==> src/rtl/pause_pkg.sv <==
// Shared types and sizing helpers for the pause / fade controller.
package pause_pkg;

  // Controller states: running, waiting for vblank, halted, fading, fully dimmed.
  typedef enum logic [2:0] {
    ST_RUN     = 3'd0,
    ST_PENDING = 3'd1,
    ST_PAUSED  = 3'd2,
    ST_FADING  = 3'd3,
    ST_DIMMED  = 3'd4
  } pause_state_t;

  // The ms counter covers both the dim delay and the fade step interval,
  // so it is sized for the larger of the two.
  function automatic int ms_cnt_width(input int dim_ms, input int fade_ms);
    int m;
    m = (dim_ms > fade_ms) ? dim_ms : fade_ms;
    return (m > 1) ? $clog2(m) : 1;
  endfunction

endpackage

==> src/rtl/dim_shift.sv <==
// Single colour channel dimmer: logical right shift, no state.
module dim_shift #(
  parameter int W  = 8,
  parameter int SW = 2
) (
  input  logic [W-1:0]  i_din,
  input  logic [SW-1:0] i_shift,
  output logic [W-1:0]  o_dout
);

  // Zero fill from the top; each channel is shifted in isolation.
  assign o_dout = i_din >> i_shift;

endmodule

==> src/rtl/pause_fade_ctrl.sv <==
// Pause controller: button / requester / OSD pause with optional timed screen dimming.
module pause_fade_ctrl
  import pause_pkg::*;
#(
  parameter int RW          = 8,
  parameter int GW          = 8,
  parameter int BW          = 8,
  parameter int NREQ        = 1,
  parameter int TICK_DIV    = 24000,
  parameter int DIM_MS      = 10000,
  parameter int FADE_MS     = 250,
  parameter int MAX_SHIFT   = 2,
  parameter int VSYNC_ENTRY = 1,
  localparam int DLW        = (MAX_SHIFT > 0) ? $clog2(MAX_SHIFT + 1) : 1
) (
  input  logic                  clk_sys,
  input  logic                  reset,
  input  logic                  user_button,
  input  logic [NREQ-1:0]       pause_request,
  input  logic                  OSD_STATUS,
  input  logic [1:0]            options,
  input  logic                  vblank,
  input  logic [RW+GW+BW-1:0]   rgb_in,
  output logic [RW+GW+BW-1:0]   rgb_out,
  output logic                  pause_cpu,
  output logic [DLW-1:0]        dim_level
);

  localparam int TICK_W = (TICK_DIV > 1) ? $clog2(TICK_DIV) : 1;
  localparam int MS_W   = ms_cnt_width(DIM_MS, FADE_MS);
  localparam logic [TICK_W-1:0] TICK_LAST = TICK_W'(TICK_DIV - 1);
  localparam logic [MS_W-1:0]   DIM_LAST  = MS_W'(DIM_MS - 1);
  localparam logic [MS_W-1:0]   FADE_LAST = MS_W'(FADE_MS - 1);

  pause_state_t          r_state;
  pause_state_t          w_state_next;
  logic                  r_btn_prev;
  logic                  r_btn_armed;
  logic                  r_user_pause;
  logic                  r_vblank_prev;
  logic                  r_pause_cpu;
  logic [TICK_W-1:0]     r_tick_cnt;
  logic [TICK_W-1:0]     w_tick_next;
  logic [MS_W-1:0]       r_ms_cnt;
  logic [MS_W-1:0]       w_ms_next;
  logic [DLW-1:0]        r_dim_level;
  logic [DLW-1:0]        w_dim_next;
  logic [DLW-1:0]        w_dim_inc;
  logic [RW+GW+BW-1:0]   r_rgb;
  logic [RW-1:0]         w_r_dim;
  logic [GW-1:0]         w_g_dim;
  logic [BW-1:0]         w_b_dim;
  logic                  w_btn_rise;
  logic                  w_user_pause_next;
  logic                  w_req;
  logic                  w_eligible;
  logic                  w_dim_ok;
  logic                  w_vb_edge;
  logic                  w_run_timer;
  logic                  w_tick;

  // The armed flag swallows the first sample after reset so a button held
  // through reset release is taken as history, not as a fresh press.
  assign w_btn_rise        = user_button & ~r_btn_prev & r_btn_armed;
  // Requests see the pause toggle in the same cycle the press is sampled.
  assign w_user_pause_next = r_user_pause ^ w_btn_rise;
  assign w_req       = w_user_pause_next | (|pause_request) | (OSD_STATUS & options[0]);
  assign w_eligible  = w_user_pause_next | (OSD_STATUS & options[0]);
  assign w_dim_ok    = w_eligible & options[1];
  assign w_vb_edge   = vblank & ~r_vblank_prev;
  assign w_run_timer = ((r_state == ST_PAUSED) || (r_state == ST_FADING)) && w_dim_ok;
  assign w_tick      = w_run_timer && (r_tick_cnt == TICK_LAST);
  assign w_dim_inc   = r_dim_level + DLW'(1);

  // Next-state, prescaler and dim-level logic.
  always_comb begin
    w_state_next = r_state;
    w_dim_next   = r_dim_level;
    w_ms_next    = w_run_timer ? r_ms_cnt : '0;
    w_tick_next  = '0;
    if (w_run_timer) begin
      w_tick_next = w_tick ? '0 : r_tick_cnt + TICK_W'(1);
    end
    case (r_state)
      ST_RUN: begin
        if (w_req) begin
          w_state_next = (VSYNC_ENTRY != 0) ? ST_PENDING : ST_PAUSED;
        end
      end
      ST_PENDING: begin
        if (!w_req) begin
          w_state_next = ST_RUN;
        end else if (w_vb_edge) begin
          w_state_next = ST_PAUSED;
        end
      end
      ST_PAUSED: begin
        if (!w_req) begin
          w_state_next = ST_RUN;
        end else if (w_tick) begin
          if (r_ms_cnt == DIM_LAST) begin
            // With no shift range the counter just saturates here.
            if (MAX_SHIFT > 0) begin
              w_ms_next    = '0;
              w_dim_next   = DLW'(1);
              w_state_next = (MAX_SHIFT == 1) ? ST_DIMMED : ST_FADING;
            end
          end else begin
            w_ms_next = r_ms_cnt + MS_W'(1);
          end
        end
      end
      ST_FADING: begin
        if (!w_req) begin
          w_state_next = ST_RUN;
        end else if (!w_dim_ok) begin
          w_state_next = ST_PAUSED;
        end else if (w_tick) begin
          if (r_ms_cnt == FADE_LAST) begin
            w_ms_next  = '0;
            w_dim_next = w_dim_inc;
            if (w_dim_inc == DLW'(MAX_SHIFT)) begin
              w_state_next = ST_DIMMED;
            end
          end else begin
            w_ms_next = r_ms_cnt + MS_W'(1);
          end
        end
      end
      ST_DIMMED: begin
        if (!w_req) begin
          w_state_next = ST_RUN;
        end else if (!w_dim_ok) begin
          w_state_next = ST_PAUSED;
        end
      end
      default: w_state_next = ST_RUN;
    endcase
    // Only the fading states carry a non-zero shift.
    if ((w_state_next == ST_RUN) || (w_state_next == ST_PENDING) ||
        (w_state_next == ST_PAUSED)) begin
      w_dim_next = '0;
    end
  end

  // Button, vblank history and user pause toggle.
  always_ff @(posedge clk_sys or posedge reset) begin
    if (reset) begin
      r_btn_prev    <= 1'b0;
      r_btn_armed   <= 1'b0;
      r_user_pause  <= 1'b0;
      r_vblank_prev <= 1'b0;
    end else begin
      r_btn_prev    <= user_button;
      r_btn_armed   <= 1'b1;
      r_user_pause  <= w_user_pause_next;
      r_vblank_prev <= vblank;
    end
  end

  // State, counters and the registered halt output.
  always_ff @(posedge clk_sys or posedge reset) begin
    if (reset) begin
      r_state     <= ST_RUN;
      r_tick_cnt  <= '0;
      r_ms_cnt    <= '0;
      r_dim_level <= '0;
      r_pause_cpu <= 1'b0;
    end else begin
      r_state     <= w_state_next;
      r_tick_cnt  <= w_tick_next;
      r_ms_cnt    <= w_ms_next;
      r_dim_level <= w_dim_next;
      r_pause_cpu <= (w_state_next == ST_PAUSED) || (w_state_next == ST_FADING) ||
                     (w_state_next == ST_DIMMED);
    end
  end

  dim_shift #(.W(RW), .SW(DLW)) u_dim_r (
    .i_din   (rgb_in[RW+GW+BW-1:GW+BW]),
    .i_shift (r_dim_level),
    .o_dout  (w_r_dim)
  );

  dim_shift #(.W(GW), .SW(DLW)) u_dim_g (
    .i_din   (rgb_in[GW+BW-1:BW]),
    .i_shift (r_dim_level),
    .o_dout  (w_g_dim)
  );

  dim_shift #(.W(BW), .SW(DLW)) u_dim_b (
    .i_din   (rgb_in[BW-1:0]),
    .i_shift (r_dim_level),
    .o_dout  (w_b_dim)
  );

  // Pixel output register: one cycle of latency behind rgb_in.
  always_ff @(posedge clk_sys or posedge reset) begin
    if (reset) begin
      r_rgb <= '0;
    end else begin
      r_rgb <= {w_r_dim, w_g_dim, w_b_dim};
    end
  end

  assign rgb_out   = r_rgb;
  assign pause_cpu = r_pause_cpu;
  assign dim_level = r_dim_level;

endmodule

==> config.mk <==
export PLATFORM = sky130hd
export DESIGN_NAME = pause_fade_ctrl
export DESIGN_NICKNAME = d
export VERILOG_FILES = /design/src/rtl/pause_pkg.sv /design/src/rtl/dim_shift.sv /design/src/rtl/pause_fade_ctrl.sv
export SDC_FILE = /design/constraint.sdc
export NUM_CORES = 1
export LEC_CHECK = 0
export CORE_UTILIZATION = 30
export DETAILED_ROUTE_END_ITERATION = 6
export GPL_ROUTABILITY_DRIVEN = 0
export PLACE_DENSITY = 0.47
export SLEW_MARGIN = 5
export SYNTH_ARGS = -nofsm -noshare
export SYNTH_HDL_FRONTEND = slang
export SYNTH_HIERARCHICAL = 1
export SYNTH_SLANG_ARGS = --single-unit
==> constraint.sdc <==
create_clock -name clk_sys -period 2.7 [get_ports clk_sys]
set_input_delay 0.27 -clock clk_sys [delete_from_list [all_inputs] [get_ports clk_sys]]
set_output_delay 0.27 -clock clk_sys [all_outputs]
set_load 0.005 [all_outputs]
==> results of run 1 <==
[logic make-up after synthesis]
logic type	Yosys count
fa+ha+maj	4
flops	63
other cells	1
buf+inv	19
simple gates	122
compound gates	62
mux	37
xor+xnor	15
[registers in the layout, summed over array words and instances (netlist names)]
name / count
r_ms_cnt: 14
dim_level: 2
rgb_out: 24
r_user_pause: 1
pause_cpu: 1
r_vblank_prev: 1
r_btn_armed: 1
r_btn_prev: 1
r_state: 3
r_tick_cnt: 15
[metal layers]
layer	wire (µm)	vias up	part of all wire (%)
li1	-	1345	-
met1	3990	1376	47
met2	3880	79	46
met3	465	11	5.5
met4	108	0	1.3
met5	0	-	0
[critical path: cells and delay by family, from the launching register on]
kind | cells | cell delay (ps)
flops | 1 | 430
simple gates | 3 | 1490
compound gates | 2 | 340
[power by group]
group          internal (mW)  switching, mW
combinational          0.273          0.368
sequential              1.00         0.0326
clock                  0.621          0.440
total                   1.90          0.841
[layout make-up]
type                            count  area share (%)
Inverter                            6           0.500
Sequential cell                    63            35.0
Clock buffer                        9            5.00
Clock inverter                      7            1.08
Multi-Input combinational cell    241            38.9
Tap cell                          140            3.89
Timing Repair Buffer               73            15.7
[cells in the mapped netlist, drive strengths merged, types with 3 or more instances]
master  number
o22ai        4
or3          3
dfrtp       63
or4          3
and2         5
nor3b        3
mux4         3
mux2         3
a41oi        3
mux2i       31
nor2        31
a31oi        9
o21bai       3
nor4         6
inv          6
and3         7
a21oi       21
o221a        3
ha           4
nand4        9
buf         11
a211oi       5
nand2       23
xnor2        5
xor2        10
nand3       16
[cells in the final DEF (no fill, tap or decap), types with 4 or more instances in the layout]
master and instances:
a211oi_1 4, a21oi_1 20, a31oi_1 9, and2_1 5, and3_1 7, buf_4 14, clkbuf_16 9, clkdlybuf4s50_1 58
dfrtp_1 63, ha_1 4, inv_1 5, mux2i_1 30, nand2_1 23, nand3_1 16, nand4_1 9, nor2_1 31
o22ai_1 4, xnor2_1 5, xor2_1 10
[through the flow]
step / setup WS [ps] / cell area, µm²
floorplan: 491 / 3430
global placement: 213 / 4230
detailed placement: 144 / 4230
CTS: 358 / 4500
global route: 230 / 4500
finish: 351 / 4500
[path summary, 6_finish.rpt]
path,start,end,cells past startpoint
max,r_tick_cnt[6],r_ms_cnt[10],5
min,reset,rgb_out[19],3
max reg2reg,r_tick_cnt[6],r_ms_cnt[10],5
min reg2reg,r_user_pause,r_user_pause,1
max in group asynchronous,reset,rgb_out[9],3
min in group clk_sys,user_button,r_btn_prev,1
==> impl_metrics.json, run 1 <==
{
  "max_slew_margin_pct": 45.1,
  "grt_pass1_wl_mm": 13.9,
  "synth_fp_nets": 359,
  "seq_area_mm2": 0.00158,
  "synthesis.area_mm2": 0.00343,
  "drtAntennaViolNets": 0,
  "post-cts-setup-buffers": 0,
  "grt_overflow": 0,
  "io_pins": 59,
  "cts_root_buf": "clkbuf_16",
  "initial_core_util_pct": 31.3,
  "cts_resized": 0,
  "dr.pass1.iters": 4,
  "vias": 2811,
  "finClkSkew_ps": 6.95,
  "ys_seq_elements": 63,
  "p_per_area_mw_per_mm2": 608,
  "grt_util_all_layers_pct": 15.3,
  "synthAdderAreaFrac_pct": 1.46,
  "avgSynthCellArea_um2": 10.6,
  "drt-initial-drc-count": 124,
  "drive_above_1_share_pct": 13.5,
  "clk_latency_ps": 330,
  "cts_tree": "built",
  "synthToLayoutAreaGrowth_pct": 31.1,
  "cts_buffers": 9,
  "path_class": "flip-flop to flip-flop",
  "use_met2_pct": 24.1,
  "rsz0062_at_grt": "false",
  "wl_mm": 8.44,
  "hold_path.class": "primary input to async pin",
  "arrival_ps": 2580,
  "maxSlewViolCount": 0,
  "seq_area_frac_synth_pct": 45.9,
  "n_antenna_cell": 0,
  "synth_enable_flop_cells": 0,
  "synth.area.mux_share_pct": 12.2,
  "die_h_um": 109,
  "port_buffers": 58,
  "synth-compound-area-share_pct": 13.0,
  "finalHoldWorstSlack_ps": 332,
  "final_core_util_pct": 41.0,
  "rows": 38,
  "path_cells": "or4b_4 > nor4_4 > and2_1 > a31oi_1 > a211oi_1",
  "die-area_mm2": 0.0119,
  "antenna_found_initial": 0,
  "critPathSlowestCell": "or4b_4",
  "yosys.area.top_type": "dfrtp_1",
  "num-fill-cells": 1082,
  "dp_hpwl_mm": 5.96,
  "ir_drop_uv": 346,
  "drv_cap": 0,
  "cts_sinks": 63,
  "max_clock_freq_mhz": 426,
  "netlist_instances": 323,
  "synthSimpleGateAreaFrac_pct": 20.3,
  "synthDominantCellAreaShare_pct": 45.9,
  "coreArea_mm2": 0.0110,
  "drcViolationCount": 0,
  "synth_top_family_by_area": "simple AND/OR/NAND/NOR gates",
  "synth_xor_area_share_pct": 3.83,
  "setup_tns_ps": 0,
  "grtUsageMet3_pct": 4.78,
  "fin_nets": 430,
  "grt_pass1_vias": 2722,
  "outcome": "finished clean",
  "multi_input_area_mm2": 0.00175,
  "finalPower_mw": 2.74,
  "path_clk_slew_ps": 60,
  "htree_levels": 3,
  "hold_buffers": 0,
  "synthTopCellsByArea": "dfrtp_1 46%, mux2i_1 8.7%, nor2_1 3.4%",
  "busiest_layer": "met2",
  "finalSetupViolCount": 0,
  "yosysWarnings": 6,
  "die_w_um": 109,
  "cp_slowest_stage_delay_ps": 600,
  "end_kind": "flip-flop",
  "cp_data_required_time_ps": 2930,
  "hold_viol_final": 0,
  "grt_max_degree": 64,
  "synthFlopType": "dfrtp_1",
  "stdcell_count": 539,
  "period_share_pct": 87.0,
  "post-route-min-period_ps": 2350,
  "synthArstFlopShare_pct": 100,
  "routedWlPerCell_um": 15.7,
  "ys_types": 57,
  "worstMarginPinSlew_ps": 817,
  "crit_path_start_kind": "flip-flop",
  "gr-usage-met1_pct": 20.0,
  "via_per_inst": 5.22,
  "clock_path_buffers": 2,
  "r2r_slack_ps": 350,
  "worstPathMaxFanout": 9,
  "leakagePower_nw": 1.75,
  "numPlacedInstances": 523
}
Power figures use the tool's default switching activity.
==> run 2: changes to the inputs <==
--- a/config.mk
+++ b/config.mk
@@ -9,6 +9,7 @@
 export DETAILED_ROUTE_END_ITERATION = 6
 export GPL_ROUTABILITY_DRIVEN = 0
 export PLACE_DENSITY = 0.47
+export SKIP_LAST_GASP = 1
 export SLEW_MARGIN = 5
 export SYNTH_ARGS = -nofsm -noshare
 export SYNTH_HDL_FRONTEND = slang
==> results of run 2 <==
Final layout, timing and power as in run 1 (identical DEF).
